File: src/rtl/fetch_unit.sv
// Instruction fetch unit: drives the PC register, issues instruction memory
// reads and holds one fetched instruction for the downstream stage.
//
//   state | meaning
//   IDLE  | just out of reset, no request, branches ignored
//   FETCH | request at pc_in whenever the output slot is free
//   KILL  | re-issue the address abandoned by a branch and drop its data
module fetch_unit #(
    parameter int ADDR_W  = 32,
    parameter int PC_STEP = 4
) (
    input  logic              clk,
    input  logic              reset,
    input  logic [ADDR_W-1:0] pc_in,
    output logic [ADDR_W-1:0] pc_next,
    output logic              pc_en,
    output logic              imem_req,
    output logic [ADDR_W-1:0] imem_addr,
    input  logic              imem_ack,
    input  logic [ADDR_W-1:0] imem_rdata,
    input  logic              branch_taken,
    input  logic [ADDR_W-1:0] branch_target,
    input  logic              stall,
    output logic              instr_valid,
    output logic [ADDR_W-1:0] instr,
    output logic [ADDR_W-1:0] instr_pc
);

    typedef enum logic [1:0] {IDLE, FETCH, KILL} state_t;

    localparam logic [ADDR_W-1:0] STEP  = ADDR_W'(PC_STEP);
    localparam logic [ADDR_W-1:0] ALIGN = ~(ADDR_W'(3));

    state_t            state;
    logic              pending;
    logic [ADDR_W-1:0] kill_addr;
    logic              slot_free;
    logic              branch_ok;
    logic              fetch_ack;
    logic [ADDR_W-1:0] pc_seq;

    // Request generation and PC steering; pending keeps a started request
    // asserted until its ack even if the output slot becomes occupied.
    always_comb begin
        slot_free = !instr_valid || !stall;
        imem_req  = 1'b0;
        imem_addr = pc_in;
        case (state)
            FETCH: imem_req = slot_free || pending;
            KILL: begin
                imem_req  = 1'b1;
                imem_addr = kill_addr;
            end
            default: imem_req = 1'b0;
        endcase
        if (reset) imem_req = 1'b0;

        branch_ok = branch_taken && (state != IDLE) && !reset;
        fetch_ack = (state == FETCH) && imem_req && imem_ack;
        pc_en     = branch_ok || fetch_ack;
        pc_seq    = pc_in + STEP;
        if (reset)
            pc_next = '0;
        else if (branch_ok)
            pc_next = branch_target & ALIGN;
        else
            pc_next = pc_seq & ALIGN;
    end

    // FSM plus the instruction holding register.
    always_ff @(posedge clk or posedge reset) begin
        if (reset) begin
            state       <= IDLE;
            pending     <= 1'b0;
            kill_addr   <= '0;
            instr_valid <= 1'b0;
            instr       <= '0;
            instr_pc    <= '0;
        end else begin
            case (state)
                IDLE: state <= FETCH;
                FETCH: begin
                    if (branch_taken) begin
                        instr_valid <= 1'b0;
                        pending     <= 1'b0;
                        // An unanswered request must still be retired in KILL.
                        if (imem_req && !imem_ack) begin
                            kill_addr <= imem_addr;
                            state     <= KILL;
                        end
                    end else if (fetch_ack) begin
                        instr       <= imem_rdata;
                        instr_pc    <= pc_in;
                        instr_valid <= 1'b1;
                        pending     <= 1'b0;
                    end else begin
                        if (instr_valid && !stall) instr_valid <= 1'b0;
                        pending <= imem_req;
                    end
                end
                KILL: begin
                    instr_valid <= 1'b0;
                    pending     <= 1'b0;
                    if (imem_ack) state <= FETCH;
                end
                default: state <= IDLE;
            endcase
        end
    end

endmodule

File: config.mk
export PLATFORM = sky130hd
export DESIGN_NAME = fetch_unit
export DESIGN_NICKNAME = d
export VERILOG_FILES = /design/src/rtl/fetch_unit.sv
export SDC_FILE = /design/constraint.sdc
export NUM_CORES = 1
export LEC_CHECK = 0
export ABC_AREA = 1
export BUFFER_PORTS_ARGS = -buffer_cell sky130_fd_sc_hd__buf_2
export CELL_PAD_IN_SITES_DETAIL_PLACEMENT = 0
export CELL_PAD_IN_SITES_GLOBAL_PLACEMENT = 2
export CORE_MARGIN = 5
export CORE_UTILIZATION = 23
export DETAILED_ROUTE_END_ITERATION = 10
export GPL_TIMING_DRIVEN = 0
export PLACE_DENSITY_LB_ADDON = 0.1
export RECOVER_POWER = 50
export SYNTH_ARGS = -nofsm -noshare
export SYNTH_HDL_FRONTEND = slang
export SYNTH_SLANG_ARGS = --single-unit
File: constraint.sdc
create_clock -name clk -period 4.45 [get_ports clk]
set_input_delay 0.89 -clock clk [delete_from_list [all_inputs] [get_ports clk]]
set_output_delay 0.89 -clock clk [all_outputs]
set_load 0.1 [all_outputs]
==> impl_metrics.env <==
export IMPL_initial_core_util_pct=23.4
export IMPL_status="finished with violations"
export IMPL_rr_startpoint="state[0]"
export IMPL_critPathCapture="pc_next[18]"
export IMPL_power_w=0.00620
export IMPL_start_kind="primary input"
export IMPL_slew_limit_headroom_pct=-11.6
export IMPL_p_per_area_mw_per_mm2=817
export IMPL_n_fill_cell=2855
export IMPL_wirelength_um=24000
export IMPL_yosys_area_top_type_share_pct=43.6
export IMPL_synth_distinct_cells=27
export IMPL_cts_buffer_depth=2
export IMPL_gr_total_overflow=0
export IMPL_synth_largest_area_cell="dfrtp_1"
export IMPL_dieArea_mm2=0.0282
export IMPL_mappedNetlistArea_mm2=0.00574
export IMPL_cts_buffers=9
export IMPL_grt_use_total_pct=16.6
export IMPL_crit_path_max_fanout=6
export IMPL_drive_gt1_share_pct=21.7
export IMPL_rows=57
export IMPL_finalSetupViolCount=0
export IMPL_dp_slack_ns=0.683
export IMPL_nets=1188
export IMPL_synthCells=841
export IMPL_p_leak_nw=4.12
export IMPL_slew_viol_final=30
export IMPL_grt_pass1_vias=6165
export IMPL_drt_pass1_iterations=7
export IMPL_clk_pin_slew_ns=0.08
export IMPL_post_drt_wl_per_cell_um=17.0
export IMPL_ctsHoldBuffers=0
export IMPL_syn_area_per_cell_um2=6.82
export IMPL_muxShareOfSynthArea_pct=0
export IMPL_viasPerCell=4.30
export IMPL_cts_max_level=3
export IMPL_yosysSeqAreaShare_pct=43.6
export IMPL_finalSetupTns_ns=0
export IMPL_cts_sinks=100
export IMPL_synth_xor_area_share_pct=1.22
export IMPL_dp_cells=1396
export IMPL_coreArea_mm2=0.0245
export IMPL_rsz0062_at_grt="no"
export IMPL_period_minus_slack_ns=3.77
export IMPL_drtAntennaViolNets=0
export IMPL_drc=0
export IMPL_synth_top_family_by_area="simple AND/OR/NAND/NOR gates"
export IMPL_antenna_found_initial=2
export IMPL_layout_common_cells="nand2_1, buf_2, dfrtp_1"
export IMPL_vias=6070
export IMPL_cp_startpoint="pc_in[2]"
export IMPL_worstPathArrival_ns=2.88
export IMPL_chipHeight_um=168
export IMPL_worst_skew_pair_late_latency_ns=0.35
export IMPL_area_delta_synth_final_pct=32.2
export IMPL_gp_congestion=0.764
export IMPL_root_buffer="clkbuf_16"
export IMPL_cts_tree="yes"
export IMPL_synthTopCellsByArea="dfrtp_1, nand2_1, o21ai_0"
export IMPL_final_common_cell="nand2_1"
export IMPL_dp_hpwl_um=19300
export IMPL_worst_slew_pin_slew_ns=1.67
export IMPL_drt_iter0_markers=288
export IMPL_violations="capacitance limit, slew limit"
export IMPL_peakVddDrop_uv=637
export IMPL_endpoint_kind="primary output"
export IMPL_post_cts_buffers=0
export IMPL_required_ns=3.56
export IMPL_min_period_over_period_pct=84.6
export IMPL_synthSimpleGateAreaFrac_pct=34.8
export IMPL_reg2regPathDepth=11
export IMPL_pin_count=232
export IMPL_ys_seq_elements=100
export IMPL_postCtsResizedCells=0
export IMPL_portBuffers=227
export IMPL_hp_class="register to register"
export IMPL_synthAdderAreaFrac_pct=0.873
export IMPL_clock_skew_ns=0.0172
export IMPL_grt_pass1_wl_um=36500
export IMPL_setup_ws_ns=0.684
export IMPL_synth_compound_area_share_pct=11.2
export IMPL_drv_cap=1
export IMPL_dieWidth_um=168
export IMPL_reg2reg_to="kill_addr[5]"
export IMPL_final_hold_viol_count=0
export IMPL_r2r_slack_ns=1.88
export IMPL_stdcell_count=1413
export IMPL_grt_max_degree=32
export IMPL_critPathKind="primary input to primary output"
export IMPL_fmax_mhz=266
export IMPL_synth_warnings=0
logic make-up after synthesis:
kind of cell | count (synthesis)
compound gates | 115
buf+inv | 110
xor+xnor | 8
simple gates | 503
other cells | 1
flops | 100
fa+ha+maj | 4
worst max-delay path, stage by stage:
cell     delay [ns]
buf_2          0.17
ha_1           0.36
nand3_1        0.25
inv_1          0.18
nand2_1        0.14
inv_1          0.14
nand4_1        0.10
nand3_1        0.12
nand2_1        0.06
inv_1          0.04
buf_2          0.41
cell usage after synthesis (all sizes together):
library cell	n
dfrtp	100
inv	70
conb	1
xnor2	3
o21a	26
or2	1
nand2	359
nor3	1
clkbuf	13
a21oi	5
o21ai	84
xor2	5
nand4	4
nor2	100
buf	27
nand3	38
ha	4
layout make-up:
cell class	count	area (um^2)	share of cell area [%]
clock inverters	6	75.1	0.990
flip-flops and latches	100	2500	33.0
diodes	1	2.50	0.0330
repair buffers	230	1120	14.8
inverters	70	267	3.51
plain buffers	40	200	2.64
clock buffers	10	239	3.15
multi-input cells	632	2770	36.5
well taps	324	405	5.35
registers in the layout (all words and copies together) (netlist names):
signal and cells:
instr_valid 1, instr_pc 32, state 2, instr 32
kill_addr 32, pending 1
worst min-delay path by stage:
stage | slack, ns | end | cells past startpoint | start
6_report | 0.48 | kill_addr[12] | 2 | kill_addr[12]
5_1_grt | 0.49 | kill_addr[23] | 2 | kill_addr[23]
4_1_cts | 0.48 | kill_addr[29] | 2 | kill_addr[29]
3_5_place_dp | 0.46 | kill_addr[23] | 2 | kill_addr[23]
3_3_place_gp | 0.45 | kill_addr[17] | 2 | kill_addr[17]
2_1_floorplan | 0.44 | kill_addr[0] | 2 | kill_addr[0]
metal layers:
layer / wire, um / global-route usage (%) / up-vias
met2: 11500 / 28.1 / 148
li1: - / - / 3096
met4: 259 / 3.42 / 2
met3: 1260 / 3.24 / 16
met5: 7 / 0 / -
met1: 11000 / 22.2 / 2808
report_power, final:
part           switching [W]  total, W  leakage, nW  internal, W
combinational        0.00337   0.00389         2.65     0.000522
clock               0.000401  0.000865        0.157     0.000464
sequential          0.000185   0.00144         1.31      0.00125
total                0.00395   0.00620         4.12      0.00224
stage by stage:
step | area [um^2] | hold WS (ns) | util (%)
after floorplan | 5760 | 0.442 | -
after global placement | 7300 | 0.453 | 29.8
after detailed placement | 7360 | 0.458 | 30.1
after CTS | 7670 | 0.479 | 31.4
after global routing | 7580 | 0.490 | 31.0
final | 7580 | 0.476 | 31.0
Power figures use the tool's default switching activity.
